## src/rtl/mul_div_pkg.sv

```systemverilog
// Shared definitions for the multi-cycle signed multiply/divide unit:
// controller states, operation codes and the default iteration count.
package mul_div_pkg;

    typedef enum logic [2:0] {
        IDLE,
        MUL,
        DIV,
        FIXUP,
        DONE
    } state_t;

    localparam logic OP_MUL = 1'b0;
    localparam logic OP_DIV = 1'b1;

    localparam int DEFAULT_ITER = 32;

endpackage

```

## src/rtl/mul_div_unit_div_step.sv

```systemverilog
// One combinational restoring-division step on unsigned magnitudes:
// shift {rem, quo} left by one, then trial-subtract the divisor.
module div_step #(
    parameter int WIDTH = 32
) (
    input  logic [WIDTH-1:0] rem,
    input  logic [WIDTH-1:0] quo,
    input  logic [WIDTH-1:0] divisor,
    output logic [WIDTH-1:0] rem_next,
    output logic [WIDTH-1:0] quo_next
);

    logic [WIDTH:0] shifted;
    logic           fits;

    // The extra top bit keeps the shifted remainder exact before the compare.
    always_comb begin
        shifted  = {rem, quo[WIDTH-1]};
        fits     = (shifted >= {1'b0, divisor});
        rem_next = fits ? (shifted[WIDTH-1:0] - divisor) : shifted[WIDTH-1:0];
        quo_next = {quo[WIDTH-2:0], fits};
    end

endmodule

```

## src/rtl/mul_div_unit.sv

```systemverilog
// Multi-cycle signed multiply (radix-2 Booth) and divide (restoring on
// magnitudes with sign fixup) feeding the HI/LO registers.
module mul_div_unit
    import mul_div_pkg::*;
#(
    parameter int WIDTH = 32,
    parameter int ITER  = DEFAULT_ITER
) (
    input  logic             clk,
    input  logic             clr,
    input  logic             start,
    input  logic             op,
    input  logic [WIDTH-1:0] a,
    input  logic [WIDTH-1:0] b,
    output logic             busy,
    output logic             done,
    output logic [WIDTH-1:0] result_hi,
    output logic [WIDTH-1:0] result_lo,
    output logic             div_by_zero
);

    localparam int CW = $clog2(ITER + 1);

    state_t         state;
    state_t         next_state;
    logic [CW-1:0]  count;
    logic           last_step;

    logic [WIDTH:0]   acc_a;
    logic [WIDTH-1:0] acc_q;
    logic             q_m1;
    logic [WIDTH-1:0] mcand;
    logic [WIDTH-1:0] dividend;
    logic [WIDTH-1:0] mag_b;
    logic             op_reg;
    logic             sign_a;
    logic             sign_b;

    logic [WIDTH+1:0] a_sext;
    logic [WIDTH+1:0] b_sext;
    logic [WIDTH+1:0] booth_sum;

    logic [WIDTH-1:0] rem_next;
    logic [WIDTH-1:0] quo_next;

    logic [WIDTH-1:0] fix_hi;
    logic [WIDTH-1:0] fix_lo;
    logic             fix_dbz;

    assign last_step = (count == CW'(ITER - 1));
    assign busy      = (state == MUL) || (state == DIV) || (state == FIXUP);
    assign done      = (state == DONE);

    always_ff @(posedge clk) begin
        if (!clr) begin
            state <= IDLE;
        end else begin
            state <= next_state;
        end
    end

    always_comb begin
        next_state = state;
        case (state)
            IDLE: begin
                if (start) begin
                    next_state = (op == OP_DIV) ? DIV : MUL;
                end
            end
            MUL:     if (last_step) next_state = FIXUP;
            DIV:     if (last_step) next_state = FIXUP;
            FIXUP:   next_state = DONE;
            DONE:    next_state = IDLE;
            default: next_state = IDLE;
        endcase
    end

    // Booth add/sub is done one bit wider than A so the shifted-in sign is exact.
    always_comb begin
        a_sext = {acc_a[WIDTH], acc_a};
        b_sext = {{2{mcand[WIDTH-1]}}, mcand};
        case ({acc_q[0], q_m1})
            2'b10:   booth_sum = a_sext - b_sext;
            2'b01:   booth_sum = a_sext + b_sext;
            default: booth_sum = a_sext;
        endcase
    end

    div_step #(
        .WIDTH(WIDTH)
    ) u_div_step (
        .rem      (acc_a[WIDTH-1:0]),
        .quo      (acc_q),
        .divisor  (mag_b),
        .rem_next (rem_next),
        .quo_next (quo_next)
    );

    always_comb begin
        fix_hi  = acc_a[WIDTH-1:0];
        fix_lo  = acc_q;
        fix_dbz = 1'b0;
        if (op_reg == OP_DIV) begin
            if (mag_b == '0) begin
                fix_hi  = dividend;
                fix_lo  = '1;
                fix_dbz = 1'b1;
            end else begin
                fix_lo = (sign_a ^ sign_b) ? -acc_q : acc_q;
                fix_hi = sign_a ? -acc_a[WIDTH-1:0] : acc_a[WIDTH-1:0];
            end
        end
    end

    // For divide, acc_a holds the partial remainder and acc_q the dividend/quotient.
    always_ff @(posedge clk) begin
        if (!clr) begin
            count       <= '0;
            acc_a       <= '0;
            acc_q       <= '0;
            q_m1        <= 1'b0;
            mcand       <= '0;
            dividend    <= '0;
            mag_b       <= '0;
            op_reg      <= OP_MUL;
            sign_a      <= 1'b0;
            sign_b      <= 1'b0;
            result_hi   <= '0;
            result_lo   <= '0;
            div_by_zero <= 1'b0;
        end else begin
            case (state)
                IDLE: begin
                    if (start) begin
                        count    <= '0;
                        op_reg   <= op;
                        mcand    <= b;
                        dividend <= a;
                        q_m1     <= 1'b0;
                        acc_a    <= '0;
                        if (op == OP_DIV) begin
                            sign_a <= a[WIDTH-1];
                            sign_b <= b[WIDTH-1];
                            acc_q  <= a[WIDTH-1] ? -a : a;
                            mag_b  <= b[WIDTH-1] ? -b : b;
                        end else begin
                            sign_a <= 1'b0;
                            sign_b <= 1'b0;
                            acc_q  <= a;
                            mag_b  <= '0;
                        end
                    end
                end
                MUL: begin
                    acc_a <= booth_sum[WIDTH+1:1];
                    acc_q <= {booth_sum[0], acc_q[WIDTH-1:1]};
                    q_m1  <= acc_q[0];
                    count <= count + CW'(1);
                end
                DIV: begin
                    acc_a <= {1'b0, rem_next};
                    acc_q <= quo_next;
                    count <= count + CW'(1);
                end
                FIXUP: begin
                    result_hi   <= fix_hi;
                    result_lo   <= fix_lo;
                    div_by_zero <= fix_dbz;
                end
                default: begin
                end
            endcase
        end
    end

endmodule
```

## config.mk

```make
export PLATFORM = sky130hd
export DESIGN_NAME = mul_div_unit
export DESIGN_NICKNAME = d
export VERILOG_FILES = /design/src/rtl/mul_div_pkg.sv /design/src/rtl/mul_div_unit_div_step.sv /design/src/rtl/mul_div_unit.sv
export SDC_FILE = /design/constraint.sdc
export NUM_CORES = 1
export LEC_CHECK = 0
export ABC_CLOCK_PERIOD_IN_PS = 5000
export CAP_MARGIN = 20
export CORE_UTILIZATION = 45
export CTS_BUF_LIST = sky130_fd_sc_hd__clkbuf_4 sky130_fd_sc_hd__clkbuf_8
export CTS_CLUSTER_SIZE = 8
export DETAILED_ROUTE_END_ITERATION = 6
export SYNTH_ARGS = -nofsm -noshare
export SYNTH_HDL_FRONTEND = slang
export SYNTH_SLANG_ARGS = --single-unit
export TNS_END_PERCENT = 5
```

## constraint.sdc

```tcl
create_clock -name clk -period 5 [get_ports clk]
set_input_delay 1.5 -clock clk [delete_from_list [all_inputs] [get_ports clk]]
set_output_delay 1.5 -clock clk [all_outputs]
set_load 0.02 [all_outputs]
```

==> impl_results.md, run 1 <==
- Run status: complete, but fails checks
- Failing checks: DRC
- Hold path start: result_hi[30]$_SDFFE_PN0N_
- Clock Skews: 39.5 ps
- PD cells: 428 nW/µm²
- Post-Route WL: 59300 µm
- Layout cells sized above 1: 7.40%
- Post-DR vias/cell: 6.11
- Clk slew on worst S/H paths: 60 ps
- Area growth from synthesis to layout: 17.0%
- Peak supply drop: 0.199 mV
- Register area share after synthesis: 28.8%
- Synth Flop Type: dfxtp_1
- H-tree Lvls: 2
- Cell Area, Placed: 18400 µm²
- Clock Latency Late Sink: 650 ps
- Antenna Cells: 0
- Count of final setup violators: 0
- DR iter-0 viols: 1414
- Syn. warnings: 0
- CTS tree: yes
- Crit path kind: reg2reg
- Critical path startpoint: mcand[6]$_SDFFE_PN0P_
- Initial Utilization: 45.6%
- Hpwl dp: 44500 µm
- Crit path time final: 4720 ps
- Worst endpoint data arrival time: 5250 ps
- WL/cell: 21.0 µm
- Worst hold path class: reg2reg
- Die height: 194 µm
- Die area: 37800 µm²
- Syn Nets: 2384
- Total Nets Final: 2463
- Slowest cell on crit path: or4_1
- Setup bufs post-CTS: 0
- CTS buffer count: 45
- Antenna violations before repair: 0
- Top Ports: 135
- Die X: 194 µm
- ANT nets after route: 0
- Commonest cells after routing, fill and taps aside: nand2_1, a21oi_1, dfxtp_1
- Most common cell after layout, fill and taps aside: nand2_1
- RSZ-0062 raised after global routing: false
- Rows: 70
- Clk buf depth: 3
- Synth Instances: 2239
- Most frequent CP cell: a21oi_1
- CP delay by family, top: simple AND/OR/NAND/NOR gates
- Lkg Pwr: 7.44 nW
- Residual DRC: 17
- First-pass iteration count of the detailed router: 7
- Final hold vios: 0
- TritonCTS Sinks: 239
- Max-slew violations: 0
- Max stage delay on crit path: 620 ps
- Post-synthesis cell type count: 74
- Number of I/O port buffers: 134
- Worst Path Required: 5530 ps
- First-pass GRT wire length: 92200 µm
- Number of synthesized flops with an enable pin: 0
- Post-CTS Resized: 0
- Finished Core Util: 53.3%
- Max-cap violations: 0
- Critical Path Start Type: flip-flop
- Total track usage: 30.9%
- GPL Wtd Cong: 0.945
- Vias in the first global route: 16298
- Setup TNS: 0 ps
- Synthesized cell area: 16600 µm²
- Largest net degree at the start of global routing: 78
- Avg Cell Area, Syn: 7.43 µm²
- Max reg flops: 33
- #FFs+latches synth: 239
- F_max: 0.212 GHz
- Reg2reg start: mcand[6]$_SDFFE_PN0P_
- Max_slew headroom: 36.9%
- CP max FO: 6
- Worst-margin pin slew: 946 ps
- Post-CTS Hold Fix Bufs: 0
- Critical path cell sequence: or4_1 > or3_1 > or4_1 > nor3_1 > nor4bb_4 > buf_4 > a21oi_1 > xor2_1 > ha_1 > and2_1 > or2_2 > a21oi_1 > o21ba_2 > mux2i_1 > a221oi_1 > o21ai_0 > a21oi_1 > o2bb2ai_1
- CP endpoint kind: flip-flop
- Total grt overflow: 0
- CTS Root Cell: clkbuf_8
- Design area: 19500 µm²
- Core ar.: 36500 µm²
- Final period util: 94.4%
- Post-synth ARST share: 0%
- Vias: 17228
- CP bufs+invs: 1
- Most flops, register: acc_a
-- cells by family after synthesis --
family	Yosys count	share of synthesized area (%)
and+or+nand+nor	681	19.0
muxes	29	1.83
DFF	239	28.8
AOI/OAI and AO/OA	807	30.1
adders and majority gates	77	5.88
buffers and inverters	230	5.23
xor gates and xnor gates	176	9.26
-- cells in the mapped netlist (all sizes together) (5+ instances only) --
| cell type | instances | share of area [%] |
|---|---|---|
| clkbuf | 134 | 3.0 |
| o21bai | 5 | 0.23 |
| xor2 | 107 | 5.6 |
| and3 | 9 | 0.34 |
| a21boi | 6 | 0.27 |
| a21oi | 264 | 7.9 |
| dfxtp | 239 | 29 |
| o21a | 11 | 0.50 |
| a311oi | 5 | 0.26 |
| nor3 | 35 | 1.1 |
| mux2 | 11 | 0.74 |
| a211o | 5 | 0.26 |
| and2 | 17 | 0.64 |
| nor4 | 19 | 0.79 |
| or4 | 16 | 0.77 |
| ha | 75 | 5.6 |
| a21o | 37 | 1.7 |
| a22oi | 23 | 1.0 |
| nor2 | 147 | 3.3 |
| a222oi | 19 | 1.1 |
| nand4 | 14 | 0.53 |
| o21ai | 199 | 6.0 |
| o41ai | 16 | 0.84 |
| o22ai | 45 | 1.7 |
| nand2 | 298 | 6.7 |
| o31ai | 46 | 2.2 |
| a221oi | 32 | 1.7 |
| a31oi | 25 | 0.94 |
| nor2b | 10 | 0.38 |
| nand2b | 12 | 0.45 |
| or3 | 22 | 0.92 |
| or2 | 9 | 0.34 |
| buf | 17 | 0.42 |
| mux2i | 18 | 1.1 |
| nand3b | 12 | 0.54 |
| a22o | 6 | 0.32 |
| o211ai | 13 | 0.59 |
| xnor2 | 69 | 3.6 |
| nor3b | 5 | 0.23 |
| a211oi | 21 | 0.95 |
| nand3 | 44 | 1.3 |
| inv | 78 | 1.8 |
-- routing by layer --
layer	GRT usage, %	vias to the layer above	share of wire [%]
met4	11.4	0	3.3
met2	52.4	674	47
li1	-	8311	-
met3	4.48	116	6.5
met5	0	-	0
met1	39.6	8127	43
-- worst paths after layout --
kind	end	cells after the start	slack [ps]
max	acc_a[30]$_SDFFE_PN0P_	18	280
min	result_hi[30]$_SDFFE_PN0N_	2	460
max reg2reg	acc_a[30]$_SDFFE_PN0P_	18	280
min reg2reg	result_hi[30]$_SDFFE_PN0N_	2	460
-- through the flow --
step	power (mW)	setup WS [ps]	cells	hold slack, ps
4_1_cts	8.30	183	2818	459
3_5_place_dp	6.13	171	2738	450
5_1_grt	8.84	25.8	2819	474
2_1_floorplan	4.97	536	2239	424
3_3_place_gp	6.13	197	2737	443
6_report	8.33	278	2819	455
-- worst reg2reg max path, cell delays in order (launching register included) --
cell	delay, ps
dfxtp_1	350
or4_1	590
or3_1	370
or4_1	630
nor3_1	240
nor4bb_4	260
buf_4	170
a21oi_1	70
xor2_1	150
ha_1	350
and2_1	170
or2_2	280
a21oi_1	140
o21ba_2	170
mux2i_1	80
a221oi_1	290
o21ai_0	120
a21oi_1	140
o2bb2ai_1	70
-- final cells by class --
cell class / instances / area, µm²
repair buffers: 183 / 1760
inverters: 79 / 299
well taps: 468 / 586
multi-input cells: 1770 / 11000
flip-flops and latches: 239 / 4790
fillers: 3588 / 17100
clock inverters: 10 / 113
clock buffers: 70 / 888
-- power breakdown --
| group | leakage [nW] | switching [mW] | internal (mW) | total, mW |
|---|---|---|---|---|
| clock | 0.531 | 0.914 | 1.24 | 2.15 |
| combinational | 4.96 | 2.32 | 1.53 | 3.85 |
| sequential | 1.95 | 0.274 | 2.05 | 2.33 |
Note: power is estimated with default switching activity, not from simulation.
==> run 2, diff against run 1 <==
--- a/config.mk
+++ b/config.mk
@@ -5,12 +5,13 @@
 export SDC_FILE = /design/constraint.sdc
 export NUM_CORES = 1
 export LEC_CHECK = 0
-export ABC_CLOCK_PERIOD_IN_PS = 5000
+export ABC_CLOCK_PERIOD_IN_PS = 5600
 export CAP_MARGIN = 20
 export CORE_UTILIZATION = 45
 export CTS_BUF_LIST = sky130_fd_sc_hd__clkbuf_4 sky130_fd_sc_hd__clkbuf_8
 export CTS_CLUSTER_SIZE = 8
 export DETAILED_ROUTE_END_ITERATION = 6
+export SKIP_CTS_REPAIR_TIMING = 1
 export SYNTH_ARGS = -nofsm -noshare
 export SYNTH_HDL_FRONTEND = slang
 export SYNTH_SLANG_ARGS = --single-unit
==> constraint.sdc (replaced) <==
create_clock -name clk -period 5.6 [get_ports clk]
set_input_delay 1.68 -clock clk [delete_from_list [all_inputs] [get_ports clk]]
set_output_delay 1.68 -clock clk [all_outputs]
set_load 0.02 [all_outputs]
==> run 2 against run 1 <==
Worst hold slack worse by 7.8 ps. The flow still finishes with violations (DRC). Final cell count down 0.53%. Cell area shrank 0.85%. Highest routed layer unchanged. Fmax decreased by 7.4%. Via count is 0.91% lower. First-iteration DRC count down 2.3%.
==> impl_results.md, run 2 (same netlist as run 1, synthesis figures left out) <==
- Run status: complete, but fails checks
- Failing checks: DRC
- H-tree Lvls: 2
- Commonest cells after routing, fill and taps aside: nand2_1, a21oi_1, dfxtp_1
- Lkg Pwr: 7.35 nW
- Clk buf depth: 3
- Worst r2r dst: acc_a[32]$_SDFFE_PN0P_
- CP bufs+invs: 0
- Worst-margin pin slew: 956 ps
- Vias in the first global route: 16267
- Hpwl dp: 44400 µm
- Met2 usage: 52.1%
- Worst-case hold path end point: count[5]$_SDFFE_PN0P_
- First-pass GRT wire length: 92200 µm
- Vias: 17071
- RSZ-0062 raised after global routing: false
- CTS Root Cell: clkbuf_8
- Die height: 194 µm
- Die area: 37800 µm²
- Reg-to-reg setup timing slack: 500 ps
- Worst hold stages: 1
- Initial Utilization: 45.6%
- GPL Wtd Cong: 0.902
- Worst endpoint data arrival time: 5660 ps
- Peak supply drop: 0.202 mV
- Critical Path Start Type: flip-flop
- Final hold vios: 0
- CP delay by family, top: simple AND/OR/NAND/NOR gates
- Rows: 70
- Antenna violations before repair: 0
- ANT nets after route: 0
- Clock Skews: 22.4 ps
- Crit path depth: 16
- Residual DRC: 1
- Largest net degree at the start of global routing: 78
- DR iter-0 viols: 1382
- Post-Route WL: 59300 µm
- CTS tree: yes
- Hold path start: count[5]$_SDFFE_PN0P_
- Critical path startpoint: mcand[6]$_SDFFE_PN0P_
- Core ar.: 36500 µm²
- Max reg flops: 33
- Area growth from synthesis to layout: 16.0%
- Finished Core Util: 52.9%
- Worst hold path class: reg2reg
- Met3 Use GR: 4.25%
- Total track usage: 30.8%
- F_max: 0.196 GHz
- Post-DR vias/cell: 6.09
- Antenna Cells: 0
- Total grt overflow: 0
- WL/cell: 21.1 µm
- Top Ports: 135
- Clock Latency Late Sink: 640 ps
- Slowest cell on crit path: or4_1
- Fillcell total: 3664
- FF+latch area: 4790 µm²
- Worst Path Required: 6160 ps
- Reg2reg start: mcand[6]$_SDFFE_PN0P_
- Worst Setup Slack, final: 498 ps
- PD cells: 381 nW/µm²
- Max-cap violations: 0
- Crit path kind: reg2reg
- Max stage delay on crit path: 670 ps
- Global-route met1 utilization: 39.6%
- Worst reg2reg path depth: 16
- Count of final setup violators: 0
- Max_slew headroom: 36.3%
- Critical path cell sequence: or4_1 > or3_1 > or4_1 > nor2_1 > nor2_1 > xor2_1 > ha_1 > a21oi_1 > o211ai_1 > a31oi_1 > o22a_1 > o211ai_1 > a221oi_1 > o21ai_1 > or4_1 > nand3_1
- Crit path time final: 5100 ps
- Final period util: 91.1%
- CP max FO: 6
- Place WS: 550 ps
- Die X: 194 µm
- Clk slew on worst S/H paths: 60 ps
- Layout cells sized above 1: 6.72%
- Total Nets Final: 2447
- Area of the multi-input gates: 11000 µm²
- CP endpoint kind: flip-flop
- Number of I/O port buffers: 134
- Most frequent CP cell: or4_1
- Max-slew violations: 0
- Grt peak-use layer: met2
- Most common cell after layout, fill and taps aside: nand2_1
- Most flops, register: acc_a
- CTS buffer count: 44
- First-pass iteration count of the detailed router: 7
- Setup TNS: 0 ps
- TritonCTS Sinks: 239
run 2: changes by cell type in the layout (fill, tap and decap cells not counted), sizes merged:
cell,previous run,this run
clkinvlp,1,2
buf,50,35
bufinv,2,1
clkbuf,70,73
clkinv,5,2
run 2: how the worst max path moves through the flow:
stage and end:
2_1_floorplan acc_a[31]$_SDFFE_PN0P_, 3_3_place_gp acc_q[27]$_SDFFE_PN0P_, 3_5_place_dp acc_a[31]$_SDFFE_PN0P_, 4_1_cts acc_a[31]$_SDFFE_PN0P_, 5_1_grt acc_a[30]$_SDFFE_PN0P_, 6_report acc_a[32]$_SDFFE_PN0P_
run 2: area by class of cell:
cell class                 count  area share [%]
inverter                      79            1.55
multi-input combinational   1770            57.1
tap                          468            3.03
clock inverter                 7           0.402
sequential                   239            24.8
clock buffer                  73            4.75
timing repair buffer         168            8.41
run 2: power by group:
part	switching, mW	leakage [nW]	total [mW]	internal, mW
Combinational	2.05	4.87	3.37	1.32
Clock	0.811	0.523	1.90	1.08
Sequential	0.260	1.95	2.09	1.83
run 2: stage by stage:
stage | hold WS [ps] | cell area (µm²) | total power [mW] | cells
after global routing | 477 | 19300 | 7.81 | 2804
after floorplan | 424 | 16600 | 4.44 | 2239
after CTS | 452 | 19300 | 7.33 | 2803
after global placement | 441 | 18300 | 5.43 | 2722
final | 448 | 19300 | 7.36 | 2804
after detailed placement | 447 | 18300 | 5.43 | 2723
run 2: metal layers:
layer	part of all wire, %	routed length [µm]	vias to the layer above
met2	47	27800	654
met3	6.6	3900	124
met4	3.5	2060	0
li1	-	-	8287
met5	0	0	-
met1	43	25600	8006
==> run 3, diff against run 2 <==
--- a/config.mk
+++ b/config.mk
@@ -7,7 +7,8 @@
 export LEC_CHECK = 0
 export ABC_CLOCK_PERIOD_IN_PS = 5600
 export CAP_MARGIN = 20
-export CORE_UTILIZATION = 45
+export CORE_MARGIN = 10
+export CORE_UTILIZATION = 40
 export CTS_BUF_LIST = sky130_fd_sc_hd__clkbuf_4 sky130_fd_sc_hd__clkbuf_8
 export CTS_CLUSTER_SIZE = 8
 export DETAILED_ROUTE_END_ITERATION = 6
==> run 3 against run 2 <==
The run still ends with DRC left. Register-to-register slack better by 120 ps. Routed wire length grew 4.1%. Flip-flop and latch count unchanged. Clock skew rose by 17 ps. Critical path type unchanged.
==> impl_results.md, run 3 (same netlist as run 1, synthesis figures left out) <==
- Run status: complete, but fails checks
- Failing checks: DRC
- Most common cell after layout, fill and taps aside: nand2_1
- Die X: 224 µm
- Total grt overflow: 0
- CTS tree: yes
- Clock Latency Late Sink: 650 ps
- Total Nets Final: 2455
- Total track usage: 23.6%
- Critical Path Start Type: flip-flop
- Number of I/O port buffers: 134
- Commonest cells after routing, fill and taps aside: nand2_1, a21oi_1, dfxtp_1
- Crit path time final: 4980 ps
- Die area: 50200 µm²
- Largest net degree at the start of global routing: 70
- First-pass iteration count of the detailed router: 7
- Max-cap violations: 0
- Setup TNS: 0 ps
- Rows: 74
- Area of the multi-input gates: 11000 µm²
- Post-Route WL: 61700 µm
- Lkg Pwr: 7.39 nW
- ANT nets after route: 0
- Max stage delay on crit path: 650 ps
- Core ar.: 41000 µm²
- Area growth from synthesis to layout: 17.0%
- Slowest cell on crit path: or4_1
- CP max FO: 6
- Worst hold path class: reg2reg
- Worst Path Required: 6180 ps
- Crit path kind: reg2reg
- Layout cells sized above 1: 7.01%
- DR iter-0 viols: 1511
- Antenna violations before repair: 1
- Critical path startpoint: mcand[6]$_SDFFE_PN0P_
- Die height: 224 µm
- Clock Skews: 39.3 ps
- First-pass GRT wire length: 94200 µm
- WL/cell: 21.5 µm
- Most frequent CP cell: or4_1
- Top Ports: 135
- Worst-margin pin slew: 1060 ps
- Critical path cell sequence: or4_1 > or3_1 > or4_1 > nor2_1 > nor2_1 > xor2_1 > ha_1 > a21oi_1 > o211ai_1 > a31oi_1 > o22a_1 > o211ai_1 > a221oi_1 > o21ai_1 > or4_1 > nand3_1
- CTS Root Cell: clkbuf_8
- CP endpoint kind: flip-flop
- F_max: 0.201 GHz
- H-tree Lvls: 2
- Clk slew on worst S/H paths: 60 ps
- GPL Wtd Cong: 0.940
- Vias in the first global route: 15934
- Residual DRC: 9
- Hpwl dp: 45700 µm
- FF+latch area: 4790 µm²
- Most flops, register: acc_a
- Initial Utilization: 40.6%
- Clk buf depth: 3
- Max-slew violations: 0
- Final period util: 89.0%
- RSZ-0062 raised after global routing: false
- Reg2reg start: mcand[6]$_SDFFE_PN0P_
- Post-DR vias/cell: 5.96
- TritonCTS Sinks: 239
- PD cells: 384 nW/µm²
- CTS buffer count: 46
- Hold path start: result_hi[26]$_SDFFE_PN0N_
- Worst endpoint data arrival time: 5560 ps
- Vias: 17116
- Count of final setup violators: 0
- Final std cells w/o fill: 2874
- Fillcell total: 4170
- DP Cell Count: 2791
- Max reg flops: 33
- Max_slew headroom: 29.4%
- Peak supply drop: 0.151 mV
- Final hold vios: 0
==> run 3: critical path: cells and delay by family (launching register included) <==
kind,cells,cell delay [ps]
and+or+nand+nor,7,2450
AOI/OAI and AO/OA,7,1630
DFF,1,360
adders and majority gates,1,290
xor gates and xnor gates,1,210
==> run 3: area by class of cell <==
cell class / count / share of cell area, %
multi-input combinational: 1770 / 56.6
sequential: 239 / 24.6
timing repair buffer: 174 / 8.61
clock buffer: 64 / 4.23
tap: 532 / 3.42
inverter: 79 / 1.54
clock inverter: 15 / 1.02
antenna: 1 / 0.0128
==> run 3: through the flow <==
step	power, mW	hold WS [ps]	utilization (%)	setup slack (ps)	cell area (µm²)
after global placement	5.46	439	44.9	668	18400
after global routing	7.93	474	47.5	263	19500
after CTS	7.46	455	47.4	655	19400
after floorplan	4.44	424	-	1140	16600
final	7.48	455	47.5	615	19500
after detailed placement	5.46	448	44.9	618	18400
==> run 3: worst paths after layout <==
path	endpoint	cells after the start	slack (ps)
worst max-delay path	acc_a[32]$_SDFFE_PN0P_	16	620
worst min-delay path	result_hi[26]$_SDFFE_PN0N_	2	450
worst max register to register	acc_a[32]$_SDFFE_PN0P_	16	620
worst min register to register	result_hi[26]$_SDFFE_PN0N_	2	450
==> run 3: power by group <==
| part | internal (mW) | switching (mW) |
|---|---|---|
| Combinational | 1.34 | 2.10 |
| Sequential | 1.83 | 0.225 |
| Clock | 1.14 | 0.844 |
==> run 3: metal layers <==
layer | global-route usage, % | share of wire, %
met1 | 31.9 | 46
met2 | 37.0 | 44
met3 | 4.47 | 7.1
met4 | 7.59 | 2.8
met5 | 0 | 0
